<file path="src/rtl/ctrl_pkg.sv">
// rtl/ctrl_pkg.sv - shared state, ALU, mux-select and instruction-field encodings
package ctrl_pkg;

    typedef enum logic [3:0] {
        FETCH0, FETCH1, DECODE, INDIR, EXEC1, EXEC2, EXEC3, INT0, INT1, INT2, HALT
    } state_t;

    localparam logic [3:0] ALU_NOP  = 4'd0;
    localparam logic [3:0] ALU_AND  = 4'd1;
    localparam logic [3:0] ALU_ADD  = 4'd2;
    localparam logic [3:0] ALU_LOAD = 4'd3;
    localparam logic [3:0] ALU_CLA  = 4'd4;
    localparam logic [3:0] ALU_CLE  = 4'd5;
    localparam logic [3:0] ALU_CMA  = 4'd6;
    localparam logic [3:0] ALU_CME  = 4'd7;
    localparam logic [3:0] ALU_CIR  = 4'd8;
    localparam logic [3:0] ALU_CIL  = 4'd9;
    localparam logic [3:0] ALU_INC  = 4'd10;
    localparam logic [3:0] ALU_INPR = 4'd11;

    localparam logic [1:0] AR_SEL_PC   = 2'd0;
    localparam logic [1:0] AR_SEL_IR   = 2'd1;
    localparam logic [1:0] AR_SEL_MEM  = 2'd2;
    localparam logic [1:0] AR_SEL_ZERO = 2'd3;

    localparam logic [1:0] WSEL_AC = 2'd0;
    localparam logic [1:0] WSEL_DR = 2'd1;
    localparam logic [1:0] WSEL_PC = 2'd2;

    localparam logic [2:0] OP_AND = 3'd0;
    localparam logic [2:0] OP_ADD = 3'd1;
    localparam logic [2:0] OP_LDA = 3'd2;
    localparam logic [2:0] OP_STA = 3'd3;
    localparam logic [2:0] OP_BUN = 3'd4;
    localparam logic [2:0] OP_BSA = 3'd5;
    localparam logic [2:0] OP_ISZ = 3'd6;
    localparam logic [2:0] OP_RIO = 3'd7;

    // Bit positions within ir[11:0]; higher position wins when several are set
    localparam logic [3:0] RR_CLA = 4'd11;
    localparam logic [3:0] RR_CLE = 4'd10;
    localparam logic [3:0] RR_CMA = 4'd9;
    localparam logic [3:0] RR_CME = 4'd8;
    localparam logic [3:0] RR_CIR = 4'd7;
    localparam logic [3:0] RR_CIL = 4'd6;
    localparam logic [3:0] RR_INC = 4'd5;
    localparam logic [3:0] RR_SPA = 4'd4;
    localparam logic [3:0] RR_SNA = 4'd3;
    localparam logic [3:0] RR_SZA = 4'd2;
    localparam logic [3:0] RR_SZE = 4'd1;
    localparam logic [3:0] RR_HLT = 4'd0;

    localparam logic [3:0] IO_INP = 4'd11;
    localparam logic [3:0] IO_OUT = 4'd10;
    localparam logic [3:0] IO_SKI = 4'd9;
    localparam logic [3:0] IO_SKO = 4'd8;
    localparam logic [3:0] IO_ION = 4'd7;
    localparam logic [3:0] IO_IOF = 4'd6;

    typedef struct packed {
        logic       ac_ld;
        logic [3:0] alu_op;
        logic       skip;
        logic       hlt;
        logic       out_ld;
        logic       fgi_clr;
        logic       fgo_clr;
        logic       ion;
        logic       iof;
    } rr_ctl_t;

endpackage

</file>
<file path="src/rtl/control_sequencer_if.sv">
// rtl/control_sequencer_if.sv - status inputs and control strobes between sequencer and datapath
interface control_sequencer_if #(
    parameter int DATA_W = 16
);
    logic              run;
    logic [DATA_W-1:0] ir;
    logic              ac_zero;
    logic              ac_sign;
    logic              e_flag;
    logic              dr_zero;
    logic              fgi;
    logic              fgo;

    logic              ar_ld;
    logic [1:0]        ar_sel;
    logic              pc_ld;
    logic              pc_inc;
    logic              pc_clr;
    logic              ir_ld;
    logic              dr_ld;
    logic              dr_inc;
    logic              ac_ld;
    logic [3:0]        alu_op;
    logic              mem_rd;
    logic              mem_wr;
    logic [1:0]        mem_wsel;
    logic              out_ld;
    logic              fgi_clr;
    logic              fgo_clr;
    logic              ien;
    logic              halted;

    modport master (
        input  run, ir, ac_zero, ac_sign, e_flag, dr_zero, fgi, fgo,
        output ar_ld, ar_sel, pc_ld, pc_inc, pc_clr, ir_ld, dr_ld, dr_inc,
               ac_ld, alu_op, mem_rd, mem_wr, mem_wsel, out_ld, fgi_clr, fgo_clr,
               ien, halted
    );

    modport slave (
        output run, ir, ac_zero, ac_sign, e_flag, dr_zero, fgi, fgo,
        input  ar_ld, ar_sel, pc_ld, pc_inc, pc_clr, ir_ld, dr_ld, dr_inc,
               ac_ld, alu_op, mem_rd, mem_wr, mem_wsel, out_ld, fgi_clr, fgo_clr,
               ien, halted
    );
endinterface

</file>
<file path="src/rtl/ctrl_rr_decode.sv">
// rtl/ctrl_rr_decode.sv - highest-set-bit decode of register-reference and I/O instructions
module ctrl_rr_decode
    import ctrl_pkg::*;
(
    input  logic [11:0] i_bits,
    input  logic        i_io,
    input  logic        i_ac_zero,
    input  logic        i_ac_sign,
    input  logic        i_e_flag,
    input  logic        i_fgi,
    input  logic        i_fgo,
    output rr_ctl_t     o_ctl
);
    logic [11:0] w_bits;
    logic [3:0]  w_top;
    logic        w_any;

    always_comb begin
        // I/O instructions only define ir[11:6]; lower bits never select an action
        w_bits = i_io ? {i_bits[11:6], 6'b0} : i_bits;
        w_top  = 4'd0;
        w_any  = 1'b0;
        for (int k = 0; k < 12; k++) begin
            if (w_bits[k]) begin
                w_top = k[3:0];
                w_any = 1'b1;
            end
        end

        o_ctl = '0;
        if (w_any && !i_io) begin
            case (w_top)
                RR_CLA:  begin o_ctl.ac_ld = 1'b1; o_ctl.alu_op = ALU_CLA; end
                RR_CLE:  begin o_ctl.ac_ld = 1'b1; o_ctl.alu_op = ALU_CLE; end
                RR_CMA:  begin o_ctl.ac_ld = 1'b1; o_ctl.alu_op = ALU_CMA; end
                RR_CME:  begin o_ctl.ac_ld = 1'b1; o_ctl.alu_op = ALU_CME; end
                RR_CIR:  begin o_ctl.ac_ld = 1'b1; o_ctl.alu_op = ALU_CIR; end
                RR_CIL:  begin o_ctl.ac_ld = 1'b1; o_ctl.alu_op = ALU_CIL; end
                RR_INC:  begin o_ctl.ac_ld = 1'b1; o_ctl.alu_op = ALU_INC; end
                RR_SPA:  o_ctl.skip = ~i_ac_sign;
                RR_SNA:  o_ctl.skip = i_ac_sign;
                RR_SZA:  o_ctl.skip = i_ac_zero;
                RR_SZE:  o_ctl.skip = ~i_e_flag;
                default: o_ctl.hlt  = 1'b1;
            endcase
        end else if (w_any) begin
            case (w_top)
                IO_INP: begin
                    o_ctl.ac_ld   = 1'b1;
                    o_ctl.alu_op  = ALU_INPR;
                    o_ctl.fgi_clr = 1'b1;
                end
                IO_OUT: begin
                    o_ctl.out_ld  = 1'b1;
                    o_ctl.fgo_clr = 1'b1;
                end
                IO_SKI:  o_ctl.skip = i_fgi;
                IO_SKO:  o_ctl.skip = i_fgo;
                IO_ION:  o_ctl.ion  = 1'b1;
                default: o_ctl.iof  = 1'b1;
            endcase
        end
    end
endmodule

</file>
<file path="src/rtl/control_sequencer.sv">
// rtl/control_sequencer.sv - fetch/decode/execute/interrupt control FSM with Moore strobe decode
module control_sequencer
    import ctrl_pkg::*;
#(
    parameter int DATA_W = 16,
    parameter int ADDR_W = 12
) (
    input  logic                clk,
    input  logic                rst_n,
    control_sequencer_if.master bus
);
    state_t     r_state;
    logic       r_ien;

    logic [2:0] w_opc;
    logic       w_ibit;
    rr_ctl_t    w_rr;
    logic       w_rio_exec;
    logic       w_ien_nxt;
    state_t     w_done_state;

    logic       w_ar_ld, w_pc_ld, w_pc_inc, w_pc_clr, w_ir_ld, w_dr_ld, w_dr_inc;
    logic       w_ac_ld, w_mem_rd, w_mem_wr, w_out_ld, w_fgi_clr, w_fgo_clr;
    logic [1:0] w_ar_sel, w_mem_wsel;
    logic [3:0] w_alu_op;

    assign w_opc  = bus.ir[ADDR_W+2:ADDR_W];
    assign w_ibit = bus.ir[DATA_W-1];

    ctrl_rr_decode u_rr_decode (
        .i_bits    (bus.ir[11:0]),
        .i_io      (w_ibit),
        .i_ac_zero (bus.ac_zero),
        .i_ac_sign (bus.ac_sign),
        .i_e_flag  (bus.e_flag),
        .i_fgi     (bus.fgi),
        .i_fgo     (bus.fgo),
        .o_ctl     (w_rr)
    );

    // ION/IOF take effect before the interrupt test so ION with a pending flag traps at once
    assign w_rio_exec   = (r_state == EXEC1) && (w_opc == OP_RIO);
    assign w_ien_nxt    = (w_rio_exec && w_rr.ion) ? 1'b1 :
                          (w_rio_exec && w_rr.iof) ? 1'b0 : r_ien;
    assign w_done_state = (w_ien_nxt && (bus.fgi || bus.fgo)) ? INT0 : FETCH0;

    always_ff @(posedge clk or negedge rst_n) begin
        if (!rst_n) begin
            r_state <= FETCH0;
            r_ien   <= 1'b0;
        end else begin
            r_ien <= w_ien_nxt;
            case (r_state)
                FETCH0: r_state <= FETCH1;
                FETCH1: r_state <= DECODE;
                DECODE: r_state <= (w_ibit && w_opc != OP_RIO) ? INDIR : EXEC1;
                INDIR:  r_state <= EXEC1;
                EXEC1: begin
                    case (w_opc)
                        OP_AND, OP_ADD, OP_LDA, OP_BSA, OP_ISZ: r_state <= EXEC2;
                        OP_RIO:  r_state <= w_rr.hlt ? HALT : w_done_state;
                        default: r_state <= w_done_state;
                    endcase
                end
                EXEC2:  r_state <= (w_opc == OP_ISZ) ? EXEC3 : w_done_state;
                EXEC3:  r_state <= w_done_state;
                INT0:   r_state <= INT1;
                INT1:   r_state <= INT2;
                INT2: begin
                    r_state <= FETCH0;
                    r_ien   <= 1'b0;
                end
                HALT:    if (bus.run) r_state <= FETCH0;
                default: r_state <= FETCH0;
            endcase
        end
    end

    always_comb begin
        w_ar_ld    = 1'b0;
        w_ar_sel   = AR_SEL_PC;
        w_pc_ld    = 1'b0;
        w_pc_inc   = 1'b0;
        w_pc_clr   = 1'b0;
        w_ir_ld    = 1'b0;
        w_dr_ld    = 1'b0;
        w_dr_inc   = 1'b0;
        w_ac_ld    = 1'b0;
        w_alu_op   = ALU_NOP;
        w_mem_rd   = 1'b0;
        w_mem_wr   = 1'b0;
        w_mem_wsel = WSEL_AC;
        w_out_ld   = 1'b0;
        w_fgi_clr  = 1'b0;
        w_fgo_clr  = 1'b0;
        case (r_state)
            FETCH0: w_ar_ld = 1'b1;
            FETCH1: begin
                w_mem_rd = 1'b1;
                w_ir_ld  = 1'b1;
                w_pc_inc = 1'b1;
            end
            DECODE: begin
                w_ar_ld  = 1'b1;
                w_ar_sel = AR_SEL_IR;
            end
            INDIR: begin
                w_mem_rd = 1'b1;
                w_ar_ld  = 1'b1;
                w_ar_sel = AR_SEL_MEM;
            end
            EXEC1: begin
                case (w_opc)
                    OP_AND, OP_ADD, OP_LDA, OP_ISZ: begin
                        w_mem_rd = 1'b1;
                        w_dr_ld  = 1'b1;
                    end
                    OP_STA: w_mem_wr = 1'b1;
                    OP_BUN: w_pc_ld  = 1'b1;
                    OP_BSA: begin
                        w_mem_wr   = 1'b1;
                        w_mem_wsel = WSEL_PC;
                        w_pc_ld    = 1'b1;
                    end
                    default: begin
                        w_ac_ld   = w_rr.ac_ld;
                        w_alu_op  = w_rr.alu_op;
                        w_pc_inc  = w_rr.skip;
                        w_out_ld  = w_rr.out_ld;
                        w_fgi_clr = w_rr.fgi_clr;
                        w_fgo_clr = w_rr.fgo_clr;
                    end
                endcase
            end
            EXEC2: begin
                case (w_opc)
                    OP_AND:  begin w_ac_ld = 1'b1; w_alu_op = ALU_AND;  end
                    OP_ADD:  begin w_ac_ld = 1'b1; w_alu_op = ALU_ADD;  end
                    OP_LDA:  begin w_ac_ld = 1'b1; w_alu_op = ALU_LOAD; end
                    OP_BSA:  w_pc_inc = 1'b1;
                    OP_ISZ:  w_dr_inc = 1'b1;
                    default: w_pc_inc = 1'b0;
                endcase
            end
            EXEC3: begin
                w_mem_wr   = 1'b1;
                w_mem_wsel = WSEL_DR;
                w_pc_inc   = bus.dr_zero;
            end
            INT0: begin
                w_ar_ld  = 1'b1;
                w_ar_sel = AR_SEL_ZERO;
            end
            INT1: begin
                w_mem_wr   = 1'b1;
                w_mem_wsel = WSEL_PC;
                w_pc_clr   = 1'b1;
            end
            INT2:    w_pc_inc = 1'b1;
            default: w_ar_ld  = 1'b0;
        endcase
    end

    // Strobes are forced low while reset is held, independent of the clock
    assign bus.ar_ld    = rst_n & w_ar_ld;
    assign bus.ar_sel   = rst_n ? w_ar_sel : 2'd0;
    assign bus.pc_ld    = rst_n & w_pc_ld;
    assign bus.pc_inc   = rst_n & w_pc_inc;
    assign bus.pc_clr   = rst_n & w_pc_clr;
    assign bus.ir_ld    = rst_n & w_ir_ld;
    assign bus.dr_ld    = rst_n & w_dr_ld;
    assign bus.dr_inc   = rst_n & w_dr_inc;
    assign bus.ac_ld    = rst_n & w_ac_ld;
    assign bus.alu_op   = rst_n ? w_alu_op : 4'd0;
    assign bus.mem_rd   = rst_n & w_mem_rd;
    assign bus.mem_wr   = rst_n & w_mem_wr;
    assign bus.mem_wsel = rst_n ? w_mem_wsel : 2'd0;
    assign bus.out_ld   = rst_n & w_out_ld;
    assign bus.fgi_clr  = rst_n & w_fgi_clr;
    assign bus.fgo_clr  = rst_n & w_fgo_clr;
    assign bus.ien      = rst_n & r_ien;
    assign bus.halted   = rst_n & (r_state == HALT);

endmodule

</file>
<file path="src/flat_wrapper.sv">
// flat-port wrapper written by rule: the top's interface ports become plain ports
module control_sequencer_flat import ctrl_pkg::*;
#(
    parameter int DATA_W = 16,
    parameter int ADDR_W = 12
)
  (clk, rst_n, bus_run, bus_ir, bus_ac_zero, bus_ac_sign, bus_e_flag, bus_dr_zero, bus_fgi, bus_fgo, bus_ar_ld, bus_ar_sel, bus_pc_ld, bus_pc_inc, bus_pc_clr, bus_ir_ld, bus_dr_ld, bus_dr_inc, bus_ac_ld, bus_alu_op, bus_mem_rd, bus_mem_wr, bus_mem_wsel, bus_out_ld, bus_fgi_clr, bus_fgo_clr, bus_ien, bus_halted);
  control_sequencer_if #(.DATA_W(DATA_W)) bus_i ();
  input  logic clk;
  input  logic rst_n;
  input wire logic [$bits(bus_i.run)-1:0] bus_run;
  input wire logic [$bits(bus_i.ir)-1:0] bus_ir;
  input wire logic [$bits(bus_i.ac_zero)-1:0] bus_ac_zero;
  input wire logic [$bits(bus_i.ac_sign)-1:0] bus_ac_sign;
  input wire logic [$bits(bus_i.e_flag)-1:0] bus_e_flag;
  input wire logic [$bits(bus_i.dr_zero)-1:0] bus_dr_zero;
  input wire logic [$bits(bus_i.fgi)-1:0] bus_fgi;
  input wire logic [$bits(bus_i.fgo)-1:0] bus_fgo;
  output wire logic [$bits(bus_i.ar_ld)-1:0] bus_ar_ld;
  output wire logic [$bits(bus_i.ar_sel)-1:0] bus_ar_sel;
  output wire logic [$bits(bus_i.pc_ld)-1:0] bus_pc_ld;
  output wire logic [$bits(bus_i.pc_inc)-1:0] bus_pc_inc;
  output wire logic [$bits(bus_i.pc_clr)-1:0] bus_pc_clr;
  output wire logic [$bits(bus_i.ir_ld)-1:0] bus_ir_ld;
  output wire logic [$bits(bus_i.dr_ld)-1:0] bus_dr_ld;
  output wire logic [$bits(bus_i.dr_inc)-1:0] bus_dr_inc;
  output wire logic [$bits(bus_i.ac_ld)-1:0] bus_ac_ld;
  output wire logic [$bits(bus_i.alu_op)-1:0] bus_alu_op;
  output wire logic [$bits(bus_i.mem_rd)-1:0] bus_mem_rd;
  output wire logic [$bits(bus_i.mem_wr)-1:0] bus_mem_wr;
  output wire logic [$bits(bus_i.mem_wsel)-1:0] bus_mem_wsel;
  output wire logic [$bits(bus_i.out_ld)-1:0] bus_out_ld;
  output wire logic [$bits(bus_i.fgi_clr)-1:0] bus_fgi_clr;
  output wire logic [$bits(bus_i.fgo_clr)-1:0] bus_fgo_clr;
  output wire logic [$bits(bus_i.ien)-1:0] bus_ien;
  output wire logic [$bits(bus_i.halted)-1:0] bus_halted;
  assign bus_i.run = bus_run;
  assign bus_i.ir = bus_ir;
  assign bus_i.ac_zero = bus_ac_zero;
  assign bus_i.ac_sign = bus_ac_sign;
  assign bus_i.e_flag = bus_e_flag;
  assign bus_i.dr_zero = bus_dr_zero;
  assign bus_i.fgi = bus_fgi;
  assign bus_i.fgo = bus_fgo;
  assign bus_ar_ld = bus_i.ar_ld;
  assign bus_ar_sel = bus_i.ar_sel;
  assign bus_pc_ld = bus_i.pc_ld;
  assign bus_pc_inc = bus_i.pc_inc;
  assign bus_pc_clr = bus_i.pc_clr;
  assign bus_ir_ld = bus_i.ir_ld;
  assign bus_dr_ld = bus_i.dr_ld;
  assign bus_dr_inc = bus_i.dr_inc;
  assign bus_ac_ld = bus_i.ac_ld;
  assign bus_alu_op = bus_i.alu_op;
  assign bus_mem_rd = bus_i.mem_rd;
  assign bus_mem_wr = bus_i.mem_wr;
  assign bus_mem_wsel = bus_i.mem_wsel;
  assign bus_out_ld = bus_i.out_ld;
  assign bus_fgi_clr = bus_i.fgi_clr;
  assign bus_fgo_clr = bus_i.fgo_clr;
  assign bus_ien = bus_i.ien;
  assign bus_halted = bus_i.halted;
  control_sequencer #(.DATA_W(DATA_W), .ADDR_W(ADDR_W)) u_core (.clk(clk), .rst_n(rst_n), .bus(bus_i));
endmodule
</file>
<file path="config.mk">
export PLATFORM = sky130hd
export DESIGN_NAME = control_sequencer_flat
export DESIGN_NICKNAME = d
export VERILOG_FILES = /design/src/rtl/ctrl_pkg.sv /design/src/rtl/control_sequencer_if.sv /design/src/rtl/ctrl_rr_decode.sv /design/src/rtl/control_sequencer.sv /design/src/flat_wrapper.sv
export SDC_FILE = /design/constraint.sdc
export NUM_CORES = 1
export LEC_CHECK = 0
export ABC_AREA = 0
export CAP_MARGIN = 20
export CORE_MARGIN = 2
export CORE_UTILIZATION = 39
export CTS_BUF_LIST = sky130_fd_sc_hd__clkbuf_8
export DETAILED_ROUTE_END_ITERATION = 8
export PLACE_DENSITY = 0.8
export REMOVE_ABC_BUFFERS = 1
export SLEW_MARGIN = 20
export SYNTH_ARGS = -nofsm -noshare
export SYNTH_HDL_FRONTEND = slang
export SYNTH_SLANG_ARGS = --single-unit
</file>
<file path="constraint.sdc">
create_clock -name clk -period 2.3 [get_ports clk]
set_input_delay 0.46 -clock clk [delete_from_list [all_inputs] [get_ports clk]]
set_output_delay 0.46 -clock clk [all_outputs]
set_load 0.005 [all_outputs]
</file>
Word level (Yosys, flattened, before mapping)
Index checks and enable logic that the tools add are counted.
- add/sub/neg operators: 0
- multipliers: 0
- divide/modulo/power cells: 0
- order comparisons: 0
- equality and inequality tests: 30
- shifts and indexed selects: 0
- mux-type cells: 81
- bitwise operators: 17
- reductions and logical operators: 22
- operators with widths (kind ; number):
    4-bit 2-to-1 mux ; 15
    1-bit 2-to-1 mux ; 42
    4-bit case mux with 10 select lines ; 1
    5-bit case mux with 7 select lines ; 1
    4-bit by 3-bit equality test with 1-bit output, second input constant ; 8
    4-bit equality test, second input constant ; 7
    6-bit 2-to-1 mux ; 3
    2-bit case mux with 3 select lines ; 3
    4-bit by 2-bit equality test with 1-bit output, second input constant ; 4
    4-bit case mux with 2 select lines ; 2
    1-bit bitwise AND ; 15
    5-bit 2-to-1 mux ; 3
    3-bit equality test, second input constant ; 4
    11-bit OR reduction ; 1
    2-bit OR reduction ; 5
    5-bit OR reduction ; 2
    4-bit by 1-bit equality test with 1-bit output, second input constant ; 2
    1-bit case mux with 2 select lines ; 4
    1-bit case mux with 4 select lines ; 2
    4-bit OR reduction ; 2
    7-bit OR reduction ; 1
    3-bit by 2-bit equality test with 1-bit output, second input constant ; 2
    1-bit logical AND ; 6
    2-bit 2-to-1 mux ; 3
    other kinds (10) ; 12
- register bits: 5
- bits in latches: 0
- memory bits (writable): 0
- ROM bits: 0
- input bits: 25
- output and inout bits: 23
- word-level logic and storage cells: 152
- memories: 0

Logic depth before layout (Yosys ltp)
Gate-level depths: netlist of the first run.
- depth after elaboration: 25
- gate-level depth with buffers: 7
- gate-level depth less buffers: 6

Cells and area by module
A second synthesis of the first run with hierarchy kept.
- cells, all modules: 166
- area total of the unflattened synthesis: 1132.3 µm²
- modules (own cells, without submodules) (module ; times used ; cells each ; area an instance (µm²)):
    control_sequencer ; 1 ; 107 ; 742.0
    ctrl_rr_decode ; 1 ; 59 ; 390.4

Worst setup path after synthesis of the first run
No wires, ideal clock.
- path type: input to output
- from: in bus_ir[2]
- to: out bus_pc_inc
- arrival time: 1.884 ns
- setup slack: -0.044 ns
- stages on the path: 6
- cell sequence: nand2b_1 a2111oi_4 o22ai_4 mux2i_1 o221a_1 o41ai_2
- longest elaborated chain between the ends: 18
- RTL lines (item ; RTL line ; RTL):
    start: declaration ; flat_wrapper.sv:12 ; input wire logic [$bits(bus_i.ir)-1:0] bus_ir;
    6-bit 2-to-1 mux (*) ; ctrl_rr_decode.sv:20 ; w_bits = i_io ? {i_bits[11:6], 6'b0} : i_bits;
    4-bit 2-to-1 mux (10 in a row) ; ctrl_rr_decode.sv:24 ; if (w_bits[k]) begin
    4-bit equality test ; ctrl_rr_decode.sv:47 ; case (w_top)
    1-bit case mux with 2 select lines ; ctrl_rr_decode.sv:47 ;
    6-bit 2-to-1 mux ; ctrl_rr_decode.sv:46 ; end else if (w_any) begin
    6-bit 2-to-1 mux (*) ; ctrl_rr_decode.sv:31 ; if (w_any && !i_io) begin
    1-bit 2-to-1 mux (*) ; control_sequencer.sv:113 ; case (w_opc)
    1-bit case mux with 4 select lines (*) ; control_sequencer.sv:96 ; case (r_state)
    1-bit bitwise AND (*) ; control_sequencer.sv:168 ; assign bus.pc_inc = rst_n & w_pc_inc;
    end: declaration ; flat_wrapper.sv:22 ; output wire logic [$bits(bus_i.pc_inc)-1:0] bus_pc_inc;
Every way passes the cells marked *; elsewhere a longest branch is shown, timed or not.

Worst setup path in the final report of the first run
Ends and elaborated chain as after synthesis.

==> flow_summary.yaml, run 1 <==
worst_setup_path:
  required_ps: 1840
  reg2reg_from: "u_core.r_state[3]"
  critPathMaxFanout: 4
  crit_start: "bus_ir[2]"
  r2r_end: "u_core.r_state[1]"
  worst-setup-path-type: "primary input to output port"
  startpoint_type: "primary input"
  crit_path_end_kind: "output port"
  endpoint: "bus_pc_inc"
  r2r_cells: 8
  cp.arrival_ps: 2210
  regToRegSetupSlack_ps: -170
floorplanning:
  start_util_pct: 40.29
  fp.coreArea_um2: 2686
  dieArea_um2: 3213
  chipWidth_um: 56.68
  die_h_um: 56.68
  ioPinCount: 48
  placementRows: 19
layout:
  area_delta_synth_final_pct: 119.7
  final_core_utilization_pct: 88.50
  post-route-cell-area_um2: 2377
  layout_common_cells: "50 x buf_4, 24 x buf_6, 16 x nor2_1"
  layout.cells.most_common: "buf_4"
  fin_nets: 293
  diodes: 0
  drive_above_1_share_pct: 50.94
status:
  outcome: "complete, but fails checks"
  violations: "setup timing"
routing:
  dr.pass1.iters: 5
  drt_iter0_markers: 143
  wirelength_mm: 6.186
  wl_per_cell_um: 20.76
  vias_per_cell: 6.450
  vias: 1922
  drc: 0
  detail-route-antenna-nets: 0
power:
  vdd_drop_max_mv: 0.9374
  power.density_nw_per_um2: 646.9
  p_leak_uw: 0.001148
placement:
  gp_congestion: 0.9475
  port_buffers: 47
  place_area_um2: 1881
  dp_hpwl_mm: 3.280
synth:
  yosysWarnings: 0
  synth_top_area_share_pct: 11.56
  synth.distinct_cells: 47
  syn_area_per_cell_um2: 6.938
  synthCells: 156
  ys_ff_latch: 5
  synth.area.top_cells: "dfrtp_1 12%, nor2_1 8.7%, nand2_1 5.2%"
  yosysTopAreaCell: "dfrtp_1"
  seq_area_frac_synth_pct: 11.56
  synth_edf_count: 0
  netlist_area_um2: 1082
  ys_async_sr_fraction_pct: 100.0
  yosys_most_used_dff: "dfrtp_1"
min_path:
  hp-class: "primary input to asynchronous set/reset pin"
timing:
  fin_crit_sh_pct: 116.3
  setup_ws_ps: -374.2
  tightestPinTransition_ps: 514.1
  rsz0062_at_grt: "true"
  layout_min_cycle_time_ps: 2674
  fmax_mhz: 373.9
  hold_viol: 0
  drv_slew: 0
  setup_viol: 10
  skew_ps: 3.512
  fin_setup_tns_ps: -2118
  slew_headroom_pct: 65.47
cts:
  clockBufferDepth: 2
  htree_num_levels: 1
  cts_tree: "done"
  clock_latency_ps: 230
  clock_sinks: 5
  clk_pin_slew_worst_paths_ps: 40
  cts_made_buffers: 3
  root_buffer: "clkbuf_8"
job:
  max_cap_violations: 0
global_route:
  grt_pass1_vias: 1826
  grt_max_degree: 19
  grt.total_usage_pct: 32.56
  antenna_found_initial: 0
  grt_overflow: 0
  grt_pass1_wl_mm: 8.245
==> where the power goes <==
part	switching, µW	internal, µW
logic	616	577
clock network	53.4	115
registers	46.1	130
total	716	822
==> cell families after synthesis <==
logic type | synth area share [%]
simple gates | 39.88
xor+xnor | 2.428
flops | 11.56
buf+inv | 6.588
compound gates | 34.57
mux | 4.971
==> cell usage after synthesis (4+ instances only) <==
library cell and count:
dfrtp_1 5, nand2_1 15, nand2b_1 8, a21o_1 4, nor3_1 9, nor2_1 25, nand3_1 5, a21oi_1 6
o21ai_0 10, nor2b_1 6, clkbuf_1 4, inv_1 4, o22ai_1 4
==> routing by layer <==
layer	share of wire [%]	vias to the layer above	track usage, %
li1	-	808	-
met1	34	902	33.85
met2	52	166	62.96
met3	8.8	46	4.378
met4	5.9	0	14.97
met5	0	-	0
==> what timing repair did <==
action,4_1_cts,5_1_grt
pin swaps,20,10
setup buffers,19,6
gates resized for setup,135,40
hold buffers,0,0
cloned,0,0
endpoints found under the setup margin,23,17
==> registers in the layout, indices dropped and copies added (netlist names) <==
name	count
u_core.r_ien	1
u_core.r_state	4
==> through the flow <==
stage	worst slack (ps)	std cells	total power [µW]	hold slack, ps
final	-374.2	298	1538	239.5
after global routing	-413.0	298	1603	236.1
after global placement	-1010	270	1094	654.0
after floorplan	-43.56	146	675.1	164.4
after detailed placement	-1087	270	1126	673.9
after CTS	-337.7	293	1352	285.2
==> cell type report <==
| type | count | area [µm²] |
|---|---|---|
| multi-input combinational | 137 | 1117 |
| timing repair buffer | 117 | 1036 |
| fill | 127 | 309.0 |
| sequential | 5 | 125.1 |
| clock buffer | 3 | 41.29 |
| tap | 31 | 38.79 |
| inverter | 4 | 15.01 |
| clock inverter | 1 | 3.754 |
==> how the worst min path moves through the flow <==
stage	startpoint	endpoint	slack (ps)	cells after the start
after floorplan	rst_n	u_core.r_ien	160	0
after global placement	u_core.r_ien	u_core.r_ien	650	3
after detailed placement	u_core.r_ien	u_core.r_ien	670	3
after CTS	rst_n	u_core.r_ien	290	2
after global routing	rst_n	u_core.r_state[0]	240	2
final	rst_n	u_core.r_ien	240	2
==> worst max-delay path, cell delays in order <==
cell and delay [ps]:
buf_6 90, nand2b_4 140, a2111oi_4 340, o22ai_4 150
buf_6 150, mux2i_1 120, o221a_1 240, o41ai_2 350
buf_2 170
No activity file was read; power rests on OpenSTA's default activity.
==> inputs of run 2 (changes only) <==
Settings changed: CORE_UTILIZATION 39 to 38, CTS_BUF_LIST sky130_fd_sc_hd__clkbuf_8 to sky130_fd_sc_hd__clkbuf_16, PLACE_DENSITY 0.8 to 0.79, SLEW_MARGIN 20 to 5.
==> run 2 against run 1 <==
The flow still finishes with violations (setup timing); first-iteration DRC count fell by 59%; via count fell by 10%; clock power rose by 65%; utilization fell by 3.3 points; total power rose by 1.7%; non-clock buffer count fell by 8.
==> flow_summary.yaml, run 2 (synthesis results as in run 1) <==
cts:
  cts_made_buffers: 3
  htree_num_levels: 1
  clock_latency_ps: 230
  clk_pin_slew_worst_paths_ps: 30
  cts_tree: "done"
  clock_sinks: 5
  clockBufferDepth: 2
  root_buffer: "clkbuf_16"
floorplanning:
  dieArea_um2: 3291
  chipWidth_um: 57.37
  placementRows: 19
  start_util_pct: 39.59
  die_h_um: 57.37
  fp.coreArea_um2: 2734
  ioPinCount: 48
worst_setup_path:
  path_cells: "buf_6, nand2b_4, a2111oi_4, o22ai_4, buf_6, mux2_4, a31oi_4, o41ai_2, buf_2"
  critical_path_buf_inv_count: 3
  crit_path_end_kind: "output port"
  required_ps: 1840
  cp.arrival_ps: 2200
  crit_path_top_delay_cell: "a2111oi_4"
  crit_path_frequent_cell: "buf_6"
  worst-setup-path-type: "primary input to output port"
  critPathMaxFanout: 4
  cp_slowest_stage_delay_ps: 400
  startpoint_type: "primary input"
  cp_top_family: "compound AO/OA/AOI/OAI gates"
power:
  power.density_nw_per_um2: 671.1
  p_leak_uw: 0.001083
  vdd_drop_max_mv: 0.9122
timing:
  setup_viol: 5
  fin_crit_sh_pct: 115.7
  fmax_mhz: 375.8
  fin_hold_ws_ps: 429.2
  slew_headroom_pct: 72.11
  hold_viol: 0
  setup_ws_ps: -361.1
  tightestPinTransition_ps: 414.6
  layout_min_cycle_time_ps: 2661
  skew_ps: 3.199
  drv_slew: 0
  rsz0062_at_grt: "true"
routing:
  drt_iter0_markers: 58
  wl_per_cell_um: 18.58
  drc: 0
  detail-route-antenna-nets: 0
  vias_per_cell: 5.941
  dr.pass1.iters: 4
  wirelength_mm: 5.388
  vias: 1723
layout:
  layout.cells.most_common: "buf_4"
  regMostFlops: "u_core.r_state"
  largest_reg_flops: 4
  stdcell_count: 290
  diodes: 0
  layout_common_cells: "56 x buf_4, 16 x clkdlybuf4s50_1, 14 x nor2_1"
  fin_nets: 285
  top_regs: "u_core.r_state: 4 flops, u_core.r_ien: 1 flops"
  drive_above_1_share_pct: 50.58
  post-route-cell-area_um2: 2330
  area_delta_synth_final_pct: 115.3
global_route:
  antenna_found_initial: 0
  grt_max_degree: 17
  grt_pass1_vias: 1674
  grt_overflow: 0
  grt.total_usage_pct: 28.37
  grt_pass1_wl_mm: 7.452
job:
  max_cap_violations: 0
status:
  violations: "setup timing"
  outcome: "complete, but fails checks"
placement:
  port_buffers: 47
  gp_congestion: 0.9069
  numPlacedInstances: 275
  place_area_um2: 1931
  dp_hpwl_mm: 3.355
min_path:
  hp-class: "primary input to asynchronous set/reset pin"
==> run 2: cell count changes in the layout (fill, tap and decap cells not counted), moves of 3 or more <==
cell       before  now
buf_6          24    7
nor2_4          8    5
nor2_2          1    6
clkbuf_8        3    0
buf_4          50   56
clkbuf_16       0    3
==> run 2: power by group <==
group          switching, µW  internal, µW
combinational            562           566
sequential              26.8           130
clock                   54.2           225
==> run 2: area by class of cell <==
type / instances / area (µm²)
flip-flops and latches: 5 / 125.1
clock inverters: 1 / 3.754
repair buffers: 109 / 914.6
clock buffers: 3 / 75.07
inverters: 4 / 15.01
fillers: 145 / 404.1
well taps: 31 / 38.79
multi-input cells: 137 / 1157
==> run 2: worst register-to-register path, stage by stage, from the launching register on <==
cell	delay, ps
dfrtp_1	380
buf_4	190
nor4b_4	300
nand3b_1	150
o31a_1	280
a211o_2	350
o41ai_2	290
==> run 2: final timing paths <==
kind / end / start / slack, ps / cells past startpoint
max: bus_pc_inc / bus_ir[2] / -360 / 9
min: u_core.r_state[0] / rst_n / 430 / 2
max reg2reg: u_core.r_state[2] / u_core.r_state[1] / 250 / 6
min reg2reg: u_core.r_state[2] / u_core.r_state[0] / 670 / 2
max in group asynchronous: u_core.r_state[3] / rst_n / 1750 / 2
min in group clk: u_core.r_state[2] / u_core.r_state[0] / 670 / 2
==> run 2: timing repair <==
action / 4_1_cts / 5_1_grt
setup endpoints to repair: 27 / 14
setup buffers: 5 / 6
hold buffers: 0 / 0
resized for setup: 110 / 36
pin swaps: 14 / 12
==> run 2: per-layer routing <==
layer  vias to the layer above  track usage, %  share of wire (%)
li1                        794               -                  -
met1                       832           30.03                 38
met2                        80           55.19                 53
met3                        17           4.082                5.7
met4                         0           10.96                3.6
met5                         -               0                  0
==> run 2: metrics by stage <==
stage | setup TNS (ps) | power [µW] | utilization [%] | setup slack, ps
after detailed placement | -10860 | 1168 | 70.62 | -1056
after global placement | -10170 | 1151 | 70.62 | -1000
after CTS | -568.2 | 1498 | 79.36 | -276.1
final | -977.8 | 1563 | 85.22 | -361.1
after floorplan | -43.56 | 675.1 | - | -43.56
after global routing | -1348 | 1654 | 85.22 | -410.3
